==> src/rtl/bios_boot_loader.sv <==
// Boot sequencer: copies the BIOS ROM image into instruction memory, then moves fetch to
// instruction memory and releases the CPU. Optional checksum guard: BOOT_CHECKSUM_EN.
module bios_boot_loader #(
    parameter int unsigned           DATA_WIDTH = 32,
    parameter int unsigned           BIOS_WORDS = 41,
    parameter logic [DATA_WIDTH-1:0] DEST_BASE  = '0
) (
    input  logic                  clock,
    input  logic                  rst,
    input  logic                  start,
    output logic [DATA_WIDTH-1:0] bios_addr,
    input  logic [DATA_WIDTH-1:0] bios_data,
    output logic [DATA_WIDTH-1:0] imem_addr,
    output logic [DATA_WIDTH-1:0] imem_wdata,
    output logic                  imem_we,
    input  logic                  imem_ready,
    output logic                  cpu_hold,
    output logic                  changeSource,
    output logic                  busy,
    output logic                  done,
    input  logic [DATA_WIDTH-1:0] expected_sum,
    output logic                  checksum_err
);

    localparam logic [DATA_WIDTH-1:0] LAST_IDX = DATA_WIDTH'(BIOS_WORDS - 32'd1);
    localparam logic [DATA_WIDTH-1:0] ONE      = {{(DATA_WIDTH-1){1'b0}}, 1'b1};

    typedef enum logic [2:0] {
        ST_IDLE  = 3'd0,
        ST_REQ   = 3'd1,
        ST_WAIT  = 3'd2,
        ST_WRITE = 3'd3,
        ST_DONE  = 3'd4,
        ST_ERR   = 3'd5
    } state_t;

    state_t                state_r;
    state_t                state_s;
    logic [DATA_WIDTH-1:0] idx_r;
    logic [DATA_WIDTH-1:0] idx_s;
    logic [DATA_WIDTH-1:0] wdata_r;
    logic [DATA_WIDTH-1:0] wdata_s;
    logic [DATA_WIDTH-1:0] bios_addr_r;
    logic [DATA_WIDTH-1:0] imem_addr_r;
    logic [DATA_WIDTH-1:0] imem_addr_s;
    logic                  we_r;
    logic                  busy_r;
    logic                  done_r;
    logic                  hold_r;
    logic                  change_r;
    logic                  last_s;

    assign last_s = (idx_r == LAST_IDX);

`ifdef BOOT_CHECKSUM_EN
    logic [DATA_WIDTH-1:0] sum_r;
    logic [DATA_WIDTH-1:0] sum_s;
    logic [DATA_WIDTH-1:0] sum_add_s;
    logic                  err_r;
    logic                  accept_s;

    assign accept_s  = (state_r == ST_WRITE) && imem_ready;
    assign sum_add_s = sum_r + wdata_r;

    // Running sum of accepted words; cleared while idle
    always_comb begin
        sum_s = sum_r;
        if (state_r == ST_IDLE) begin
            sum_s = '0;
        end else if (accept_s) begin
            sum_s = sum_add_s;
        end else begin
            sum_s = sum_r;
        end
    end

    // Checksum accumulator and sticky error flag
    always_ff @(posedge clock or negedge rst) begin
        if (!rst) begin
            sum_r <= '0;
            err_r <= 1'b0;
        end else begin
            sum_r <= sum_s;
            err_r <= (state_s == ST_ERR);
        end
    end

    assign checksum_err = err_r;
`else
    logic unused_expected_sum_s;
    assign unused_expected_sum_s = ^expected_sum;
    assign checksum_err          = 1'b0;
`endif

    // FSM state, word index and captured ROM word
    always_ff @(posedge clock or negedge rst) begin
        if (!rst) begin
            state_r <= ST_IDLE;
            idx_r   <= '0;
            wdata_r <= '0;
        end else begin
            state_r <= state_s;
            idx_r   <= idx_s;
            wdata_r <= wdata_s;
        end
    end

    // Next-state decode; the ROM word is valid in WAIT because the ROM read is registered
    always_comb begin
        state_s = state_r;
        idx_s   = idx_r;
        wdata_s = wdata_r;
        case (state_r)
            ST_IDLE: begin
                idx_s = '0;
                if (start) begin
                    state_s = ST_REQ;
                end else begin
                    state_s = ST_IDLE;
                end
            end
            ST_REQ: begin
                state_s = ST_WAIT;
            end
            ST_WAIT: begin
                wdata_s = bios_data;
                state_s = ST_WRITE;
            end
            ST_WRITE: begin
                if (!imem_ready) begin
                    state_s = ST_WRITE;
                end else if (last_s) begin
`ifdef BOOT_CHECKSUM_EN
                    if (sum_add_s == expected_sum) begin
                        state_s = ST_DONE;
                    end else begin
                        state_s = ST_ERR;
                    end
`else
                    state_s = ST_DONE;
`endif
                end else begin
                    idx_s   = idx_r + ONE;
                    state_s = ST_REQ;
                end
            end
            ST_DONE: begin
                state_s = ST_DONE;
            end
            ST_ERR: begin
                state_s = ST_ERR;
            end
            default: begin
                state_s = ST_IDLE;
                idx_s   = '0;
            end
        endcase
    end

    // Write address only moves when a write is being presented, so it holds through stalls
    always_comb begin
        imem_addr_s = imem_addr_r;
        if (state_s == ST_WRITE) begin
            imem_addr_s = DEST_BASE + idx_s;
        end else begin
            imem_addr_s = imem_addr_r;
        end
    end

    // Outputs registered from the next state so they are a clean decode of the current state
    always_ff @(posedge clock or negedge rst) begin
        if (!rst) begin
            we_r        <= 1'b0;
            busy_r      <= 1'b0;
            done_r      <= 1'b0;
            hold_r      <= 1'b1;
            change_r    <= 1'b0;
            bios_addr_r <= '0;
            imem_addr_r <= '0;
        end else begin
            we_r        <= (state_s == ST_WRITE);
            busy_r      <= (state_s == ST_REQ) || (state_s == ST_WAIT) || (state_s == ST_WRITE);
            done_r      <= (state_s == ST_DONE);
            hold_r      <= (state_s != ST_DONE);
            change_r    <= (state_s == ST_DONE);
            bios_addr_r <= idx_s;
            imem_addr_r <= imem_addr_s;
        end
    end

    assign bios_addr    = bios_addr_r;
    assign imem_addr    = imem_addr_r;
    assign imem_wdata   = wdata_r;
    assign imem_we      = we_r;
    assign busy         = busy_r;
    assign done         = done_r;
    assign cpu_hold     = hold_r;
    assign changeSource = change_r;

endmodule

==> config.mk <==
export PLATFORM = sky130hd
export DESIGN_NAME = bios_boot_loader
export DESIGN_NICKNAME = d
export VERILOG_FILES = /design/src/rtl/bios_boot_loader.sv
export SDC_FILE = /design/constraint.sdc
export NUM_CORES = 1
export LEC_CHECK = 0
export CORE_UTILIZATION = 45
export CTS_BUF_LIST = sky130_fd_sc_hd__clkbuf_4
export CTS_CLUSTER_DIAMETER = 30
export DETAILED_ROUTE_END_ITERATION = 7
export PLACE_DENSITY = 0.9
export REMOVE_ABC_BUFFERS = 1
export SYNTH_ARGS = -nofsm -noshare
export SYNTH_HDL_FRONTEND = slang
export SYNTH_SLANG_ARGS = --single-unit
==> constraint.sdc <==
create_clock -name clock -period 2.4 [get_ports clock]
set_clock_uncertainty 0.1 [all_clocks]
set_input_delay 0.24 -clock clock [delete_from_list [all_inputs] [get_ports clock]]
set_output_delay 0.24 -clock clock [all_outputs]
set_load 0.01 [all_outputs]
# [Word level (Yosys, flattened, before mapping)]
# Cells that the tools add are included.
# Widths: inputs -> output; s select.
[word_totals] ff_bits=103 input_bits=68 wordCells=31
[classes] n_addsub=1 n_eq_ne=11 muxes=7 n_reduce_logical=4
[op_table] cell="$mux 32" count=2
[op_table] cell="$pmux 32 s2" count=1
[op_table] cell="$add 32x1->32 const B" count=1
[op_table] cell="$eq 32x6->1 const B" count=1
[op_table] cell="$pmux 3 s6" count=1
[op_table] cell="$eq 3x2->1 const B" count=4
[op_table] cell="$eq 3x3->1 const B" count=3
[op_table] cell="$eq 3x1->1 const B" count=2
[op_table] cell="$mux 3" count=2
[op_table] cell="$reduce_or 4->1" count=1
[op_table] cell="$logic_not 3->1" count=1
[op_table] cell="$ne 3x3->1 const B" count=1
[op_table] cell="$logic_or 1x1->1" count=2
[op_table] cell="$mux 1" count=1

# [Depth between registers and ports, before layout]
# Gate-level depths: netlist of the first run.
[depth] depth_word=7 mapped_depth=7 mapped_depth_nobuf=7

# [Worst setup path before layout of the first run]
# OpenSTA, ideal clock, no wires.
[synth_path] path_type="flip-flop to flip-flop" from="reg, netlist name bios_addr[0]" to="reg bios_addr_r[2] (netlist: bios_addr[2])" setup_time_ns=0.124 t_arrival_ns=1.796 t_required_ns=2.176 path_slack_ns=0.380 path_stages_with_launch=8 path_cell_list="dfrtp_1 -> inv_1 -> ha_1 -> nor4bb_1 -> nand4_1 -> o31a_1 -> and4b_1 -> a211o_1"
[synth_lines] element="end signal: assignment" line="186" source="bios_addr_r <= idx_s;"
[synth_lines] element="end: declaration" line="43" source="logic [DATA_WIDTH-1:0] bios_addr_r;"

==> results of run 1 <==
==> registers in the layout (all words and copies together), names as in the netlist <==
signal,cells
imem_we,1
state_r,3
imem_addr,32
busy,1
changeSource,1
cpu_hold,1
bios_addr,32
imem_wdata,32
==> cell usage in the layout (no fill, tap or decap), drive strengths merged, types with 3 or more instances in the layout <==
master         instances
o21ai                 53
and3                   6
mux2i                  4
buf                   26
nand2                 95
dfrtp                102
nor2                  19
nand3                 19
a31oi                  5
nor4                  15
a21o                   3
inv                   14
and2                   3
a21oi                 14
mux2                  34
clkbuf                 9
nor3                  10
clkdlybuf4s50        135
nand4                 13
o31ai                  4
==> metrics by stage <==
| step | utilization (%) | power, mW | setup TNS, ps | hold WS, ps |
|---|---|---|---|---|
| 2_1_floorplan | - | 3.57 | -8190 | -156 |
| 5_1_grt | 63.7 | 6.26 | 0 | 45.7 |
| 3_5_place_dp | 61.8 | 4.95 | 0 | 36.3 |
| 3_3_place_gp | 61.8 | 4.84 | 0 | 37.4 |
| 6_report | 63.7 | 5.94 | 0 | 56.4 |
| 4_1_cts | 63.5 | 5.96 | 0 | 32.2 |
==> worst register-to-register path, stage by stage, from the launching register on <==
cell                       delay (ps)
sky130_fd_sc_hd__dfrtp_1          490
sky130_fd_sc_hd__inv_1            140
sky130_fd_sc_hd__ha_1             160
sky130_fd_sc_hd__nor4bb_4         290
sky130_fd_sc_hd__nand4_1          170
sky130_fd_sc_hd__o31a_1           360
sky130_fd_sc_hd__and4b_1          230
sky130_fd_sc_hd__a211o_1          230
==> layer usage <==
layer | vias to the layer above | wire, um | share of wire, %
li1 | 1967 | - | -
met1 | 2064 | 5520 | 41
met2 | 217 | 6560 | 49
met3 | 23 | 1020 | 7.6
met4 | 0 | 223 | 1.7
met5 | - | 0 | 0
==> repair_timing <==
action	in CTS	in global routing
gates resized for setup	0	2
hold buffers	1	0
endpoints found under the hold margin	102	0
endpoints found under the setup margin	0	2
==> cells by family after synthesis <==
family          after synthesis  share of synthesized area (%)
compound gates               94                           11.4
xor+xnor                      2                          0.364
fa+ha+maj                     2                          0.520
buf+inv                      38                           3.53
flops                       103                           53.6
mux                          38                           8.79
other cells                   1                         0.0779
simple gates                192                           21.7
==> worst paths after layout <==
check / from / endpoint / slack [ps] / cells past startpoint
min in group clock: bios_data[4] / imem_wdata[4]$_DFFE_PN0P_ / 260 / 2
worst min register to register: imem_addr[25]$_DFFE_PN0P_ / imem_addr[25]$_DFFE_PN0P_ / 400 / 2
worst max-delay path: bios_addr[0]$_DFF_PN0_ / bios_addr[2]$_DFF_PN0_ / 130 / 7
max in group asynchronous: rst / bios_addr[3]$_DFF_PN0_ / 1510 / 3
worst max register to register: bios_addr[0]$_DFF_PN0_ / bios_addr[2]$_DFF_PN0_ / 130 / 7
worst min-delay path: rst / imem_addr[18]$_DFFE_PN0P_ / 60 / 2
==> final cells by class <==
type                       count  area share, %
sequential                   103           39.1
multi-input combinational    329           31.5
timing repair buffer         162           23.8
tap                          136           2.58
clock inverter                 7           1.48
clock buffer                   9           1.02
inverter                      10          0.569
==> power breakdown <==
group	internal, mW	switching [mW]
registers	2.09	0.231
logic	1.29	1.32
clock network	0.354	0.658
total	3.73	2.21
==> flow_summary.toml, run 1 <==
[clock_tree]
cts-root-to-sink-buffers = 2
numCtsBuffers = 9
tritoncts = "built"
number_of_h_tree_branching_levels = 3
cts.sinks = 103
worstSkewPairLatency_ps = 480
cts_root_buffer = "sky130_fd_sc_hd__clkbuf_4"
worst_setup_hold_path_clk_slew_ps = 170
cts_post_setup_buffers_inserted = 0

[route]
route.detailed.vias_per_inst = 5.65
vias = 4271
drt_wl_total_um = 13300
route.detailed.wl_per_inst_um = 17.6
remaining_drcs = 0
dr.first_iter.drc_count = 305
postRouteAntennaNets = 0
drt_pre_antenna_iters = 5

[floorplanning]
floorplan.initialDensity_pct = 46.4
floorplan.die_area_um2 = 11100
die_height_um = 105
floorplan.core_area_um2 = 10400
die_width_um = 105
top_level_ports = 170
num_rows = 37

[critical_path]
critPathLaunchType = "register"
critical_path.endpoint_type = "register"
worstPathCellList = "inv_1 > ha_1 > nor4bb_4 > nand4_1 > o31a_1 > and4b_1 > a211o_1"
crit_path_max_incr_delay_ps = 490
timing.setup.critical_path_class = "register to register"
worstPathBufferInverterCount = 1
cp.arrival_ps = 2530
timing.critical_path.max_delay_family = "simple AND/OR/NAND/NOR gates"
worstPathMaxFanout = 7
cp_slowest_cell = "sky130_fd_sc_hd__dfrtp_1"
cp.required_ps = 2670

[timing]
finalWorstSetupSlack_ps = 133
final_setup_violation_count = 0
grt_setup_unrepaired = "false"
final-hold-violation-count = 0
fin_crit_sh_pct = 94.5
worst_margin_pin_slew_ps = 570
period_needed_ps = 2270
max-slew-margin-rel_pct = 61.7
fmaxAchievable_ghz = 0.441
pins_over_slew_limit = 0

[place]
final_gp_congestion = 0.879
numPortBuffers = 136
dpl-instance-area_um2 = 6410
numPlacedInstances = 739
place.detailed.hpwl_um = 9940
dpl_worst_slack_ps = 85.2

[worst_hold_path]
timing.hold.worst.class = "primary input to asynchronous set/reset pin"

[layout]
layout_overhead_on_the_synthesized_area_pct = 37.2
finish.net_count = 685
multi_input_area_um2 = 2080
fill_cells = 823
drive_gt1_share_pct = 14.7
fin_cells = 756
antenna_cells_inserted = 0
layout.cell_area.non_filler_um2 = 6600
layout.area.seq_um2 = 2580

[synthesis]
syn-mean-instance-area_um2 = 10.2
postSynth.asyncResetShare_pct = 100
yosysMostFrequentCell = "sky130_fd_sc_hd__dfrtp_1"
cell_accounting_for_the_most_synthesized_area = "sky130_fd_sc_hd__dfrtp_1"
post_synth_edffs = 0
yosys.area.top_type_share_pct = 53.0
synth_top_cells_by_count = "sky130_fd_sc_hd__dfrtp_1, sky130_fd_sc_hd__nand2_1, sky130_fd_sc_hd__o21ai_0"
yosys-top-cells-area = "sky130_fd_sc_hd__dfrtp_1, sky130_fd_sc_hd__nand2_1, sky130_fd_sc_hd__mux2_2, sky130_fd_sc_hd__o21ai_0, sky130_fd_sc_hd__nand3_1"
ys.warnings.count = 0
synth-seq-cells = 103
ys.flop_type = "sky130_fd_sc_hd__dfrtp_1"
synth.yosys.seq_area_share_pct = 53.6
synth.lib_cells_used.distinct = 58
syn-cell-area_um2 = 4810
syn_inst = 470

[global_routing]
vias_in_the_first_global_route = 4119
grt_met3_use_pct = 5.69
grt_max_degree = 66
grtUsageMet2_pct = 41.2
grt.overflow.total = 0
grt_pass1_wl_um = 21400
grt_util_all_layers_pct = 24.5
grt.busiest_layer = "met2"
grt_antenna_before_repair = 0
grtUsageMet1_pct = 31.3

[run]
number_of_max_cap_violations = 0

[outcome]
run_status = "completed"

[power]
pwr_density_cell_nw_per_um2 = 900
p_leak_nw = 2.89
ir_worst_vdd_mv = 0.462
(Power assumes the default switching activity.)
==> inputs of run 2 (changes only) <==
--- a/config.mk
+++ b/config.mk
@@ -5,11 +5,14 @@
 export SDC_FILE = /design/constraint.sdc
 export NUM_CORES = 1
 export LEC_CHECK = 0
-export CORE_UTILIZATION = 45
+export ABC_AREA = 1
+export CELL_PAD_IN_SITES_DETAIL_PLACEMENT = 0
+export CELL_PAD_IN_SITES_GLOBAL_PLACEMENT = 1
+export CORE_UTILIZATION = 34
 export CTS_BUF_LIST = sky130_fd_sc_hd__clkbuf_4
 export CTS_CLUSTER_DIAMETER = 30
 export DETAILED_ROUTE_END_ITERATION = 7
-export PLACE_DENSITY = 0.9
+export PLACE_DENSITY = 0.92
 export REMOVE_ABC_BUFFERS = 1
 export SYNTH_ARGS = -nofsm -noshare
 export SYNTH_HDL_FRONTEND = slang
==> run 2 against run 1 <==
Against the previous run: clock power shrank 4%; power rose by 48%; via count increased by 14%; first-iteration DRC count shrank 20%; highest routed layer unchanged.
==> flow_summary.toml, run 2 <==
[outcome]
run_status = "completed"

[global_routing]
grt.busiest_layer = "met2"
grtUsageMet1_pct = 22.8
grt_met3_use_pct = 6.64
grt_max_degree = 63
vias_in_the_first_global_route = 4785
grtUsageMet2_pct = 31.3
grt_antenna_before_repair = 1
grt_pass1_wl_um = 23900
grt.overflow.total = 0
grt_util_all_layers_pct = 18.7

[route]
postRouteAntennaNets = 0
remaining_drcs = 0
vias = 4854
dr.first_iter.drc_count = 244
route.detailed.vias_per_inst = 4.59
drt_pre_antenna_iters = 5
route.detailed.wl_per_inst_um = 13.5
drt_wl_total_um = 14200

[critical_path]
timing.setup.critical_path_class = "register to output port"
reg2regPathDepth = 11
worst_r2r_endpoint = "cpu_hold$_DFF_PN1_"
reg2reg_setup_slack_ps = 390
worst_r2r_startpoint = "bios_addr[0]$_DFF_PN0_"
worstPathBufferInverterCount = 1
cp.required_ps = 2060
timing.critical_path.max_delay_family = "buffers and inverters"
cp_slowest_cell = "sky130_fd_sc_hd__clkdlybuf4s50_1"
worstPathCellList = "clkdlybuf4s50_1"
cp.arrival_ps = 1700
crit_path_max_incr_delay_ps = 630
critPathLaunchType = "register"
critical_path.endpoint_type = "output port"
worstPathMaxFanout = 10

[synthesis]
syn-mean-instance-area_um2 = 7.63
synth_top_cells_by_count = "sky130_fd_sc_hd__nand2_1, sky130_fd_sc_hd__dfrtp_1, sky130_fd_sc_hd__nor2_1"
synth-seq-cells = 103
synth.yosys.seq_area_share_pct = 47.9
yosys.area.top_type_share_pct = 47.4
syn_inst = 706
post_synth_edffs = 0
yosys-top-cells-area = "sky130_fd_sc_hd__dfrtp_1, sky130_fd_sc_hd__nand2_1, sky130_fd_sc_hd__mux2_2, sky130_fd_sc_hd__nor2_1, sky130_fd_sc_hd__nand3_1"
cell_accounting_for_the_most_synthesized_area = "sky130_fd_sc_hd__dfrtp_1"
syn-cell-area_um2 = 5390
ys.flop_type = "sky130_fd_sc_hd__dfrtp_1"
ys.warnings.count = 0
synth.lib_cells_used.distinct = 27
yosysMostFrequentCell = "sky130_fd_sc_hd__nand2_1"
postSynth.asyncResetShare_pct = 100

[run]
number_of_max_cap_violations = 0

[layout]
layout.core_utilization_pct = 46.7
fin_cells = 1058
leading_cell_types_in_the_layout_fill_and_taps_excluded = "sky130_fd_sc_hd__nand2_1, sky130_fd_sc_hd__clkdlybuf4s50_1, sky130_fd_sc_hd__dfrtp_1"
finish.net_count = 911
fill_cells = 1592
layout.cell_area.non_filler_um2 = 7150
drive_gt1_share_pct = 10.0
layout_overhead_on_the_synthesized_area_pct = 32.7
final_common_cell = "sky130_fd_sc_hd__nand2_1"

[floorplanning]
die_height_um = 128
num_rows = 45
floorplan.core_area_um2 = 15300
die_width_um = 128
floorplan.die_area_um2 = 16300
top_level_ports = 170
floorplan.initialDensity_pct = 35.2

[clock_tree]
cts_root_buffer = "sky130_fd_sc_hd__clkbuf_4"
cts-root-to-sink-buffers = 2
numCtsBuffers = 9
worst_setup_hold_path_clk_slew_ps = 180
worstSkewPairLatency_ps = 500
tritoncts = "built"
cts.sinks = 103
postCtsResizedCells = 0
number_of_h_tree_branching_levels = 3

[timing]
fin_crit_sh_pct = 85.2
pins_over_slew_limit = 0
max-slew-margin-rel_pct = 61.5
worst_margin_pin_slew_ps = 577
final_setup_violation_count = 0
grt_setup_unrepaired = "false"
final-hold-violation-count = 0
period_needed_ps = 2040
fmaxAchievable_ghz = 0.489

[power]
ir_worst_vdd_mv = 0.693
p_leak_nw = 3.29
pwr_density_cell_nw_per_um2 = 1230

[place]
numPortBuffers = 136
dpl-instance-area_um2 = 6980
place.detailed.hpwl_um = 10900
final_gp_congestion = 0.870
numPlacedInstances = 1040

[worst_hold_path]
timing.hold.worst.class = "primary input to asynchronous set/reset pin"
[run 2: changes by cell type in the layout (fill, tap and decap cells not counted), moves of 12 or more]
cell and delta:
sky130_fd_sc_hd__xor2_1 +15, sky130_fd_sc_hd__a21oi_1 -13, sky130_fd_sc_hd__nor2_1 +56, sky130_fd_sc_hd__o21ai_1 -12, sky130_fd_sc_hd__nand3_1 +30, sky130_fd_sc_hd__nand2_1 +221, sky130_fd_sc_hd__o21ai_0 -29, sky130_fd_sc_hd__inv_1 +35
[run 2: final cells by class]
type	count	area (um2)	area share [%]
inverter	51	191	2.68
tap	211	264	3.69
sequential	103	2580	36.1
clock buffer	9	67.6	0.946
timing repair buffer	151	1490	20.8
antenna	1	2.50	0.0350
multi-input combinational	525	2470	34.5
clock inverter	7	86.3	1.21
[run 2: kinds of logic after synthesis]
group                    count (synthesis)  synth area share, %
AND/OR/NAND/NOR                        458                 34.3
flip-flops                             103                 47.9
buffers and inverters                   78                 6.27
multiplexers                            32                 6.69
AO/OA/AOI/OAI                           17                 1.88
XOR/XNOR                                15                 2.44
adder cells (fa/ha/maj)                  2                0.465
other                                    1               0.0696
[run 2: how the worst max path moves through the flow]
stage / from / endpoint / slack, ps / depth (start not counted)
after floorplan: state_r[1]$_DFF_PN0_ / imem_addr[0]$_DFFE_PN0P_ / -410 / 7
final: bios_addr[2]$_DFF_PN0_ / bios_addr[2] / 360 / 1
after CTS: bios_addr[2]$_DFF_PN0_ / bios_addr[2] / 290 / 1
after global routing: bios_addr[0]$_DFF_PN0_ / cpu_hold$_DFF_PN1_ / 160 / 11
after global placement: imem_ready / imem_addr[9]$_DFFE_PN0P_ / 380 / 5
after detailed placement: imem_ready / imem_addr[13]$_DFFE_PN0P_ / 380 / 5
[run 2: metal layers]
metal  vias up  wire, um  part of all wire, %
li1       2469         -                    -
met1      2228      6250                   44
met2       145      6680                   47
met3        12      1180                  8.3
met4         0       138                 0.97
met5         -         0                    0
[run 2: timing repair]
action / CTS / global route
setup endpoints to repair: 0 / 0
hold buffers: 1 / 0
hold endpoints to repair: 41 / 0
buffers inserted: 0 / 0
[run 2: through the flow]
| step | TNS, ps | power (mW) | setup WS [ps] | hold slack, ps |
|---|---|---|---|---|
| finish | 0 | 8.79 | 356 | 137 |
| global route | 0 | 9.54 | 159 | 144 |
| CTS | 0 | 8.93 | 286 | 118 |
| detailed placement | 0 | 7.92 | 378 | 151 |
| global placement | 0 | 7.82 | 382 | 146 |
| floorplan | -13850 | 5.53 | -415 | -156 |
[run 2: power by group]
part / switching (mW) / internal, mW / leakage [nW]
Combinational: 2.32 / 2.24 / 1.90
Clock: 0.627 / 0.341 / 0.0810
Sequential: 0.809 / 2.45 / 1.31
